### src/rtl/seg_pkg.sv
// rtl/seg_pkg.sv - shared constants and state type for the display scheduler
package seg_pkg;

    localparam logic [3:0]  SEG_C     = 4'd10;
    localparam logic [3:0]  SEG_DASH  = 4'd11;
    localparam logic [3:0]  SEG_OFF   = 4'd15;
    localparam logic [15:0] SEG_BLANK = {4{SEG_OFF}};

    typedef enum logic [1:0] {
        IDLE  = 2'd0,
        SHOW  = 2'd1,
        ALERT = 2'd2
    } seg_state_t;

endpackage

### src/rtl/seg_rr_pick.sv
// rtl/seg_rr_pick.sv - combinational round-robin finder: first valid index after i_cur, wrapping
module seg_rr_pick #(
    parameter int NUM_SRC = 4
) (
    input  logic [NUM_SRC-1:0] i_valid,
    input  logic [2:0]         i_cur,
    output logic [2:0]         o_next,
    output logic               o_any_valid
);

    int w_off;
    int w_best;

    // Distance from i_cur; the current index itself ranks last so a lone source is kept.
    always_comb begin
        o_next      = i_cur;
        o_any_valid = |i_valid;
        w_best      = NUM_SRC + 1;
        w_off       = 0;
        for (int j = 0; j < NUM_SRC; j++) begin
            if (i_valid[j]) begin
                w_off = (j - int'(i_cur) + 8 * NUM_SRC) % NUM_SRC;
                if (w_off == 0) begin
                    w_off = NUM_SRC;
                end
                if (w_off < w_best) begin
                    w_best = w_off;
                    o_next = 3'(j);
                end
            end
        end
    end

endmodule

### src/rtl/seg_display_scheduler.sv
// rtl/seg_display_scheduler.sv - round-robin 7-segment display sharing with alert preemption
// Optional alert blink enabled by defining SEG_SCHED_BLINK_EN.
module seg_display_scheduler
    import seg_pkg::*;
#(
    parameter int NUM_SRC      = 4,
    parameter int DWELL_CYCLES = 100000000,
    parameter int ALERT_CYCLES = 200000000,
    parameter int BLINK_CYCLES = 25000000,
    parameter int CNT_W        = 28
) (
    input  logic                   clk,
    input  logic                   rst,
    input  logic [NUM_SRC-1:0]     src_valid,
    input  logic [16*NUM_SRC-1:0]  src_nums,
    input  logic                   alert_req,
    input  logic [15:0]            alert_nums,
    output logic                   alert_ack,
    output logic [15:0]            nums,
    output logic [2:0]             active_src,
    output logic                   alert_active
);

    localparam logic [CNT_W-1:0] DWELL_LAST = CNT_W'(DWELL_CYCLES - 1);
    localparam logic [CNT_W-1:0] ALERT_LAST = CNT_W'(ALERT_CYCLES - 1);

    seg_state_t        r_state;
    logic [15:0]       r_nums;
    logic [15:0]       r_alert_code;
    logic [2:0]        r_active_src;
    logic              r_alert_ack;
    logic              r_alert_active;
    logic [CNT_W-1:0]  r_dwell_cnt;
    logic [CNT_W-1:0]  r_alert_cnt;

    logic [2:0]        w_next_src;
    logic              w_any_valid;
    logic              w_cur_valid;
    logic [15:0]       w_cur_nums;
    logic [15:0]       w_alert_view;

    seg_rr_pick #(
        .NUM_SRC (NUM_SRC)
    ) u_pick (
        .i_valid     (src_valid),
        .i_cur       (r_active_src),
        .o_next      (w_next_src),
        .o_any_valid (w_any_valid)
    );

    always_comb begin
        w_cur_nums  = src_nums[15:0];
        w_cur_valid = src_valid[0];
        for (int i = 1; i < NUM_SRC; i++) begin
            if (r_active_src == 3'(i)) begin
                w_cur_nums  = src_nums[16*i +: 16];
                w_cur_valid = src_valid[i];
            end
        end
    end

`ifdef SEG_SCHED_BLINK_EN
    localparam logic [CNT_W-1:0] BLINK_LAST = CNT_W'(BLINK_CYCLES - 1);

    logic [CNT_W-1:0]  r_blink_cnt;
    logic              r_blink_off;

    // Held clear outside ALERT so every alert starts on the visible phase.
    always_ff @(posedge clk) begin
        if (!rst || r_state != ALERT) begin
            r_blink_cnt <= '0;
            r_blink_off <= 1'b0;
        end else if (r_blink_cnt == BLINK_LAST) begin
            r_blink_cnt <= '0;
            r_blink_off <= ~r_blink_off;
        end else begin
            r_blink_cnt <= r_blink_cnt + 1'b1;
        end
    end

    assign w_alert_view = r_blink_off ? SEG_BLANK : r_alert_code;
`else
    assign w_alert_view = r_alert_code;
`endif

    always_ff @(posedge clk) begin
        if (!rst) begin
            r_state        <= IDLE;
            r_nums         <= SEG_BLANK;
            r_alert_code   <= SEG_BLANK;
            r_active_src   <= 3'd0;
            r_alert_ack    <= 1'b0;
            r_alert_active <= 1'b0;
            r_dwell_cnt    <= '0;
            r_alert_cnt    <= '0;
        end else begin
            r_alert_ack    <= 1'b0;
            r_alert_active <= (r_state == ALERT);

            // Output follows the state one cycle behind, so nums and alert_active stay aligned.
            case (r_state)
                IDLE:    r_nums <= SEG_BLANK;
                SHOW:    r_nums <= w_cur_nums;
                default: r_nums <= w_alert_view;
            endcase

            if (r_state != ALERT && alert_req) begin
                r_alert_code <= alert_nums;
                r_alert_ack  <= 1'b1;
                r_alert_cnt  <= '0;
                r_state      <= ALERT;
            end else begin
                case (r_state)
                    IDLE: begin
                        if (w_any_valid) begin
                            r_active_src <= w_next_src;
                            r_dwell_cnt  <= '0;
                            r_state      <= SHOW;
                        end
                    end
                    SHOW: begin
                        if (!w_any_valid) begin
                            r_dwell_cnt <= '0;
                            r_state     <= IDLE;
                        end else if (!w_cur_valid || r_dwell_cnt == DWELL_LAST) begin
                            r_active_src <= w_next_src;
                            r_dwell_cnt  <= '0;
                        end else begin
                            r_dwell_cnt <= r_dwell_cnt + 1'b1;
                        end
                    end
                    ALERT: begin
                        if (r_alert_cnt == ALERT_LAST) begin
                            r_alert_cnt <= '0;
                            r_dwell_cnt <= '0;
                            r_state     <= w_any_valid ? SHOW : IDLE;
                        end else begin
                            r_alert_cnt <= r_alert_cnt + 1'b1;
                        end
                    end
                    default: r_state <= IDLE;
                endcase
            end
        end
    end

    assign nums         = r_nums;
    assign active_src   = r_active_src;
    assign alert_ack    = r_alert_ack;
    assign alert_active = r_alert_active;

endmodule

### config.mk
export PLATFORM = sky130hd
export DESIGN_NAME = seg_display_scheduler
export DESIGN_NICKNAME = d
export VERILOG_FILES = /design/src/rtl/seg_pkg.sv /design/src/rtl/seg_rr_pick.sv /design/src/rtl/seg_display_scheduler.sv
export SDC_FILE = /design/constraint.sdc
export NUM_CORES = 1
export LEC_CHECK = 0
export BUFFER_PORTS_ARGS = -buffer_cell sky130_fd_sc_hd__buf_2
export CAP_MARGIN = 25
export CELL_PAD_IN_SITES_DETAIL_PLACEMENT = 1
export CELL_PAD_IN_SITES_GLOBAL_PLACEMENT = 1
export CORE_UTILIZATION = 40
export CTS_CLUSTER_SIZE = 30
export DETAILED_ROUTE_END_ITERATION = 12
export PLACE_DENSITY = 0.89
export SLEW_MARGIN = 20
export SYNTH_ARGS = -nofsm -noshare
export SYNTH_HDL_FRONTEND = slang
export SYNTH_SLANG_ARGS = --single-unit
### constraint.sdc
create_clock -name clk -period 4.3 [get_ports clk]
set_clock_uncertainty 0.15 [all_clocks]
set_input_delay 0.215 -clock clk [delete_from_list [all_inputs] [get_ports clk]]
set_output_delay 0.215 -clock clk [all_outputs]
set_load 0.02 [all_outputs]
=== Yosys cells after proc, flatten, opt, wreduce, memory -nomap -nowiden ===
Index checks and enable logic that the tools add are counted.

* Register bits: 95
* Input port bits: 87
* Output and inout bits: 21
* Logic and storage cells: 111

* Add/sub/neg operators: 10
* $lt $le $gt $ge: 4
* Equality and inequality tests: 16
* Multiplexer cells: 46
* Bitwise operators: 6
* Reductions and logical operators: 20

{| class="wikitable"
|+ Operator list
! kind !! count
|-
| 2-to-1 mux 32 bit || 14
|-
| 2-to-1 mux 28 bit || 5
|-
| adder 32 x 7 -> 32 bit (second input constant) || 4
|-
| logical NOT 32 bit || 4
|-
| < comparator 32 bit || 3
|-
| one-hot mux 28 bit (3 select lines) || 1
|-
| adder 28 x 1 -> 28 bit (second input constant) || 2
|-
| 2-to-1 mux 16 bit || 3
|-
| 2-to-1 mux 3 bit || 11
|-
| < comparator 32 x 4 -> 1 bit (second input constant) || 1
|-
| one-hot mux 16 bit (2 select lines) || 1
|-
| equality test 28 x 27 -> 1 bit (second input constant) || 1
|-
| equality test 28 bit (second input constant) || 1
|-
| != test 2 bit (second input constant) || 5
|-
| OR reduction 2 bit || 5
|-
| 2-to-1 mux 2 bit || 4
|-
| subtractor 1 x 3 -> 4 bit (first input constant) || 2
|-
| subtractor 2 x 3 -> 4 bit (first input constant) || 2
|-
| equality test 3 x 2 -> 1 bit (second input constant) || 2
|-
| != test 3 bit (second input constant) || 2
|-
| one-hot mux 2 bit (3 select lines) || 1
|-
| one-hot mux 3 bit (2 select lines) || 1
|-
| AND reduction 3 bit || 2
|-
| 2-to-1 mux 1 bit || 5
|-
| 16 further kinds || 20
|}

=== Longest topological paths before layout ===
Gate-level depths: netlist (run 1).

* Depth after elaboration: 22
* Depth in mapped cells: 19

=== Cells and area by module ===
Synthesis (run 1) repeated with hierarchy kept, for this count alone.

* Cells, all modules: 628
* Area, all modules: 5180.0 µm²

{| class="wikitable"
|+ By module, submodules not included
! module !! instances !! cells each !! area an instance (µm²) !! sequential area each (µm²)
|-
| seg_display_scheduler || 1 || 575 || 4747.1 || 1901.8
|-
| seg_rr_pick || 1 || 53 || 432.9 || 0.0
|}

=== Worst setup path before layout (run 1) ===
No wires, ideal clock.

* Kind: flip-flop to flip-flop
* Start point: register r_active_src[1] (netlist: active_src[1])
* End point: register r_active_src[0] (netlist: active_src[0])
* Setup time: 91 ps
* Data arrival time: 3459 ps
* Setup slack: 600 ps
* Stages on the path, launching flop included: 20
* Period minus slack after synthesis: 3700 ps
* Cells stage by stage: dfxtp_1 clkbuf_1 inv_1 ha_1 or3_1 a31oi_1 inv_1 ha_1 nand2b_1 nor2_1 a22oi_1 nand2_1 o21ai_0 ha_1 o21ai_0 a21oi_1 nand4_1 o2111ai_1 a21boi_0 a311oi_1

* Cells in the longest elaborated chain, start to end: 22

{| class="wikitable"
|+ RTL lines
! item !! RTL line !! source
|-
| start, declared || seg_display_scheduler.sv:30 || <nowiki>logic [2:0] r_active_src;</nowiki>
|-
| start signal, assigned || seg_display_scheduler.sv:116 || <nowiki>r_active_src <= w_next_src;</nowiki>
|-
| start signal, assigned || seg_display_scheduler.sv:126 || <nowiki>r_active_src <= w_next_src;</nowiki>
|-
| subtractor 1 x 3 -> 4 bit || seg_rr_pick.sv:22 || <nowiki>w_off = (j - int'(i_cur) + 8 * NUM_SRC) % NUM_SRC;</nowiki>
|-
| adder 32 x 7 -> 32 bit || seg_rr_pick.sv:22 ||
|-
| OR reduction 2 bit (no source line) || - ||
|-
| AND 1 bit (no source line) || - ||
|-
| logical NOT 32 bit || seg_rr_pick.sv:23 || <nowiki>if (w_off == 0) begin</nowiki>
|-
| 2-to-1 mux 32 bit || seg_rr_pick.sv:23 ||
|-
| 2-to-1 mux 32 bit || seg_rr_pick.sv:21 || <nowiki>if (i_valid[j]) begin</nowiki>
|-
| < comparator 32 x 4 -> 1 bit || seg_rr_pick.sv:26 || <nowiki>if (w_off < w_best) begin</nowiki>
|-
| [6 not listed] || - ||
|-
| 2-to-1 mux 32 bit || seg_rr_pick.sv:26 ||
|-
| 2-to-1 mux 32 bit || seg_rr_pick.sv:21 ||
|-
| < comparator 32 bit || seg_rr_pick.sv:26 ||
|-
| 2-to-1 mux 3 bit || seg_rr_pick.sv:26 ||
|-
| 2-to-1 mux 3 bit || seg_rr_pick.sv:21 ||
|-
| 2-to-1 mux 3 bit || seg_display_scheduler.sv:125 || <nowiki>end else if (!w_cur_valid || r_dwell_cnt == DWELL_LAST) begin</nowiki>
|-
| 2-to-1 mux 3 bit || seg_display_scheduler.sv:122 || <nowiki>if (!w_any_valid) begin</nowiki>
|-
| one-hot mux 3 bit (2 select lines) || seg_display_scheduler.sv:113 || <nowiki>case (r_state)</nowiki>
|}

Parallel ways exist; a longest one is shown, timed or not. The select of a mux whose other input is x is not followed.
A chain may end at the register's enable or synchronous reset.

=== Final worst setup path (run 1) ===
Same ends and word-level chain as after synthesis.

==> results.md, run 1 <==
- Outcome: completed
- Adder-Cell Fraction of Synth Area: 3.43%
- Dominant cell type by area after synthesis: dfxtp_1
- Reg-to-Reg Start: active_src[1]
- Post-synth top area share: 37.2%
- Post-synth top cells: dfxtp_1, nor2_1, nand2_1
- Ys Warns: 0
- Post-Syn Area: 5110 sq um
- Register area: 1900 sq um
- Slew HR: 41.8%
- H-tree depth: 3
- TritonRoute pass-1 iters: 4
- Top cell by count, worst path: ha_1
- Setup violations, final: 0
- Post-synth EDFFs: 0
- CTS max path bufs: 2
- Post-Syn Instances: 627
- Critical path startpoint category: register
- Reg clk slew, reported paths: 70 ps
- Ant diodes: 0
- Sequential share of the synthesized area: 37.2%
- Full die area: 13200 sq um
- Synthesized net count: 728
- Crit end category: register
- Hold WC Path Type: in2reg
- Vias/cell: 5.73
- Critical path, cell by cell: inv_1 > ha_1 > or3_1 > a31oi_1 > ha_1 > a22oi_1 > nand2_1 > o21ai_0 > ha_1 > o21ai_0 > a21oi_1 > nand4_1 > o2111ai_1 > a21boi_0 > a311oi_1
- DRC: 0
- GR Util met3: 6.27%
- Area Growth Syn to Fin: 21.1%
- Setup TNS Final: 0 ps
- Die H: 115 microns
- CTS tree: done
- Placer congestion estimate: 0.813
- Leak: 0.00227 uW
- # fillers: 1524
- Largest net degree at the start of global routing: 35
- Pre-CTS WS: 229 ps
- I/O pins: 108
- RSZ-0062 raised after global routing: false
- Synth Area in Compound Gates: 18.5%
- GRT Overall Usage: 25.7%
- Number of global-route vias before repair: 5588
- Hold_ws: 31.1 ps
- Root Driver: clkbuf_16
- Post-layout util: 50.7%
- Worst setup path start: active_src[1]
- Worst Max-Slew Pin Slew: 870 ps
- Unique masters post-synth: 58
- First-pass GRT wire length: 26.8 mm
- Crit path max fanout: 15
- Delay-heaviest family, CP: compound AO/OA/AOI/OAI gates
- Arrival @ worst endpoint: 4090 ps
- Period minus WS final: 3990 ps
- Port Buffers: 107
- Total CTS buffers: 9
- Hold_sp: src_nums[54]
- Maximum VDD drop: 0.203 mV
- Area contributors post-synth: dfxtp_1, o22a_1, nor2_1
- DR WL/cell: 18.2 microns
- Vias: 5161
- Final nets: 829
- Main flop type after synthesis: dfxtp_1
- Final ANT Viol Nets: 0
- Grt total ovfl: 0
- Die Width: 115 microns
- Post-Route WL: 16.4 mm
- Layout cells sized above 1: 19.4%
- Final worst path period share: 92.8%
- Initial antenna violation count: 0
- Max Cap Violations: 0
- Peak per-stage delay on the critical path: 480 ps
- DP HPWL: 11.6 mm
- Post-CTS Setup Inserts: 0
- Crit path required time: 4400 ps
- PwrDens: 340 nW/um^2
- Largest family of logic cells by synthesized area: simple AND/OR/NAND/NOR gates
- Site Rows: 40
- Register bit total from synthesis: 95
- M1 GR Usage: 27.3%
- Total power: 2110 uW
- Core area: 12200 sq um
- Worst skew pair latency: 360 ps
- Simple-gate portion of the synthesized area: 27.6%
- Initial Utilization: 41.8%
- Max-slew violations: 0
- Average cell area after synthesis: 8.15 sq um
- Async SR Flop Fraction: 0%
- Critical path type: reg2reg
- Worst setup margin: 309 ps
- CTS Sinks: 95
- Count leader, synth: dfxtp_1
- Area of the multi-input gates: 3000 sq um
- First DRT Iteration DRCs: 249
- Fmax achieved: 251 MHz
- Post-synthesis mux area share: 3.33%
- Slowest cell on the critical path: dfxtp_2
- Crit path buf inv count: 1
- Met2 Use GR: 48.1%
- Gr busiest metal: met2
- Final hold violations: 0
- Post-synthesis xor/xnor area fraction: 5.48%
[worst reg2reg max path: cells and delay by family, from the launching register on]
kind | cells | cell delay (ps)
flip-flops | 1 | 480
AND/OR/NAND/NOR | 3 | 530
buffers and inverters | 1 | 170
AO/OA/AOI/OAI | 8 | 1690
adder cells (fa/ha/maj) | 3 | 870
[flip-flops by register name (all words and copies together) (netlist names)]
name and cells:
active_src 3, r_alert_cnt 28, alert_ack 1, alert_active 1, nums 16, r_state 2, r_dwell_cnt 28, r_alert_code 16
[cells by family after synthesis]
| logic type | after synthesis |
|---|---|
| AO/OA/AOI/OAI | 141 |
| AND/OR/NAND/NOR | 274 |
| XOR/XNOR | 32 |
| multiplexers | 17 |
| adder cells (fa/ha/maj) | 14 |
| buffers and inverters | 54 |
| flip-flops | 95 |
[per-stage QoR]
stage,cells,cell area (sq um)
after global routing,901,6190
after floorplan,627,5110
final,901,6190
after CTS,900,6180
after detailed placement,868,5730
after global placement,868,5730
[metal layers]
layer,up-vias,share of wire (%),wire [microns]
met5,-,0,0
met4,0,3.4,557
met3,50,3.4,558
met2,117,53,8650
met1,2544,40,6620
li1,2450,-,-
[path summary, 6_finish.rpt]
check,endpoint,slack [ps],cells after the start
max,active_src[0],310,15
min,nums[6],30,4
min reg2reg,r_alert_code[13],340,1
max reg2reg,active_src[0],310,15
[layout by cell type (no fill, tap or decap), types with 18 or more instances in the layout]
| cell type | Yosys | final |
|---|---|---|
| nor3_1 | 18 | 18 |
| dfxtp_1 | 95 | 94 |
| o22a_1 | 32 | 32 |
| buf_2 | 8 | 108 |
| a21oi_1 | 37 | 37 |
| nand2_1 | 61 | 61 |
| nor2_1 | 72 | 72 |
| nand3_1 | 24 | 24 |
| o21ai_0 | 29 | 29 |
| xnor2_1 | 19 | 19 |
[layout make-up]
type / count / share of cell area [%]
sequential: 95 / 30.7
multi-input combinational: 478 / 48.4
tap: 168 / 3.40
clock buffer: 9 / 3.64
clock inverter: 7 / 1.05
inverter: 16 / 0.970
timing repair buffer: 128 / 11.8
[power by group]
group / total [uW] / switching (uW) / internal, uW
combinational: 389 / 228 / 161
clock: 794 / 388 / 405
sequential: 924 / 20.3 / 904
total: 2110 / 636 / 1470
[what timing repair did]
action                                  4_1_cts  5_1_grt
gates resized for setup                       0        1
hold endpoints to repair                     16        0
hold buffers                                 16        0
endpoints found under the setup margin        0        1
No activity file was read; power rests on OpenSTA's default activity.
==> inputs of run 2 (changes only) <==
Settings changed: HOLD_SLACK_MARGIN set to 0.06, REMOVE_ABC_BUFFERS set to 1.
==> run 2 against run 1 <==
  * Sequential power is 0.5% higher
  * Critical path type unchanged
  * Total power is 9.8% higher
  * Flip-flop and latch count unchanged
  * Fmax grew 0.57%
  * Critical endpoint unchanged
  * Combinational power up 5.1%
  * Clock-buffer cell count increased by 1
  * Worst setup slack better by 23 ps
  * Via count grew 3.4%
==> results.md, run 2 (synthesis gave the netlist of run 1 again) <==
- P_sw: 652 uW
- PwrDens: 362 nW/um^2
- Core area: 12200 sq um
- Worst R2R Path Depth: 18
- RSZ-0062 raised after global routing: false
- First-pass GRT wire length: 29.9 mm
- Arrival @ worst endpoint: 4070 ps
- Full die area: 13200 sq um
- Period minus WS final: 3970 ps
- Commonest non-fill, non-tap cell in the layout: buf_2
- Worst setup margin: 332 ps
- Slowest cell on the critical path: dfxtp_2
- Largest net degree at the start of global routing: 35
- Critical Path End: active_src[0]
- Root Driver: clkbuf_16
- GRT Overall Usage: 29.1%
- Area Growth Syn to Fin: 25.0%
- Layout cells sized above 1: 19.1%
- Critical path type: reg2reg
- Final hold violations: 0
- Initial Utilization: 41.8%
- GR Util met3: 5.32%
- Area of the multi-input gates: 3000 sq um
- Peak per-stage delay on the critical path: 490 ps
- Slew HR: 37.1%
- Post-Route WL: 18.2 mm
- Biggest regs: r_alert_cnt (28), r_dwell_cnt (28)
- Die Width: 115 microns
- Crit path max fanout: 15
- Final ANT Viol Nets: 0
- P_int: 1660 uW
- # fillers: 1528
- Placer congestion estimate: 0.911
- Port Buffers: 107
- Grt total ovfl: 0
- Hold WC Path Type: in2reg
- Site Rows: 40
- Total CTS buffers: 9
- Gr busiest metal: met2
- Crit path buf inv count: 2
- Final nets: 840
- Commonest cells after routing, fill and taps aside: buf_2, dfxtp_1, nor2_1
- Final worst path period share: 92.3%
- Worst Max-Slew Pin Slew: 941 ps
- Reg-to-Reg Start: active_src[1]
- Post-CTS Setup Inserts: 0
- Flop pwr share: 40.1%
- Switching share of power: 28.2%
- DR WL/cell: 19.9 microns
- Crit path required time: 4410 ps
- Setup TNS Final: 0 ps
- Die H: 115 microns
- CTS max path bufs: 2
- Clock network fraction of total power: 42.2%
- Fmax achieved: 252 MHz
- Critical path startpoint category: register
- Worst reg-to-reg setup slack: 330 ps
- Comb pwr share: 17.7%
- Delay-heaviest family, CP: compound AO/OA/AOI/OAI gates
- Maximum VDD drop: 0.260 mV
- DRC: 0
- Setup violations, final: 0
- First DRT Iteration DRCs: 288
- Met2 Use GR: 53.1%
- I/O pins: 108
- Worst setup path start: active_src[1]
- M1 GR Usage: 32.0%
- Number of global-route vias before repair: 5770
- DP HPWL: 11.6 mm
- TritonRoute pass-1 iters: 5
- Pre-CTS WS: 109 ps
- Worst skew pair latency: 360 ps
- Vias/cell: 5.83
- H-tree depth: 3
- Vias: 5337
- Outcome: completed
- CTS tree: done
- Register area: 1900 sq um
- Max-slew violations: 0
- CTS Sinks: 95
- Initial antenna violation count: 3
- Reg clk slew, reported paths: 70 ps
- Crit end category: register
- R2R Path End: active_src[0]
- Instance count on the critical path: 18
- Leak: 0.00235 uW
- Max Cap Violations: 0
- Critical path, cell by cell: inv_1 > ha_1 > or3_1 > a31oi_1 > inv_1 > ha_1 > nand2b_1 > nor2_1 > a22oi_2 > nand2_1 > o21ai_0 > ha_1 > o21ai_0 > a21oi_1 > nand4_1 > o2111ai_1 > a21boi_0 > a311oi_1
- Top cell by count, worst path: ha_1
run 2: cell count changes in the layout (fill, tap and decap cells not counted), sizes merged:
cell         delta
inv             -1
dlygate4sd3    +13
clkinvlp        -2
diode           +3
bufinv          +3
clkinv          -1
buf             -2
clkbuf          +1
run 2: what timing repair did:
action	CTS	global route
gates resized for setup	0	3
hold endpoints to repair	29	0
setup endpoints to repair	0	3
hold buffers	29	0
run 2: per-stage QoR:
stage | hold WS [ps] | cells | power [uW] | util, % | cell area, sq um
floorplan | 183 | 589 | 1170 | - | 4940
global placement | 269 | 867 | 1280 | 46.8 | 5720
detailed placement | 275 | 867 | 1310 | 46.8 | 5720
CTS | 68.6 | 912 | 2290 | 52.1 | 6360
global route | 100 | 915 | 2390 | 52.3 | 6380
finish | 86.5 | 915 | 2310 | 52.3 | 6380
run 2: worst min-delay path by stage:
stage                    from                to  depth (start not counted)
2_1_floorplan             rst     active_src[1]                          1
3_3_place_gp   alert_nums[11]  r_alert_code[11]                          2
3_5_place_dp    alert_nums[1]   r_alert_code[1]                          2
4_1_cts          src_nums[54]           nums[6]                          4
5_1_grt                   rst     active_src[1]                          2
6_report                  rst     active_src[1]                          2
run 2: power by group through the flow:
stage / Sequential [uW] / Clock (uW) / Combinational [uW]
after floorplan: 954 / 0 / 218
after global placement: 943 / 0 / 337
after detailed placement: 945 / 0 / 365
after CTS: 925 / 974 / 389
after global routing: 931 / 1020 / 445
final: 929 / 976 / 409
run 2: layout make-up:
type | count | area share [%]
antenna | 3 | 0.118
sequential | 95 | 29.8
timing repair buffer | 139 | 13.3
inverter | 16 | 0.941
clock buffer | 10 | 3.74
multi-input combinational | 478 | 47.0
tap | 168 | 3.29
clock inverter | 6 | 1.80
run 2: layer usage:
layer  wire length [microns]  part of all wire (%)  vias to the layer above
li1                        -                     -                     2486
met1                    7330                    40                     2628
met2                    9510                    52                      155
met3                     555                   3.0                       68
met4                     844                   4.6                        0
met5                       0                     0                        -
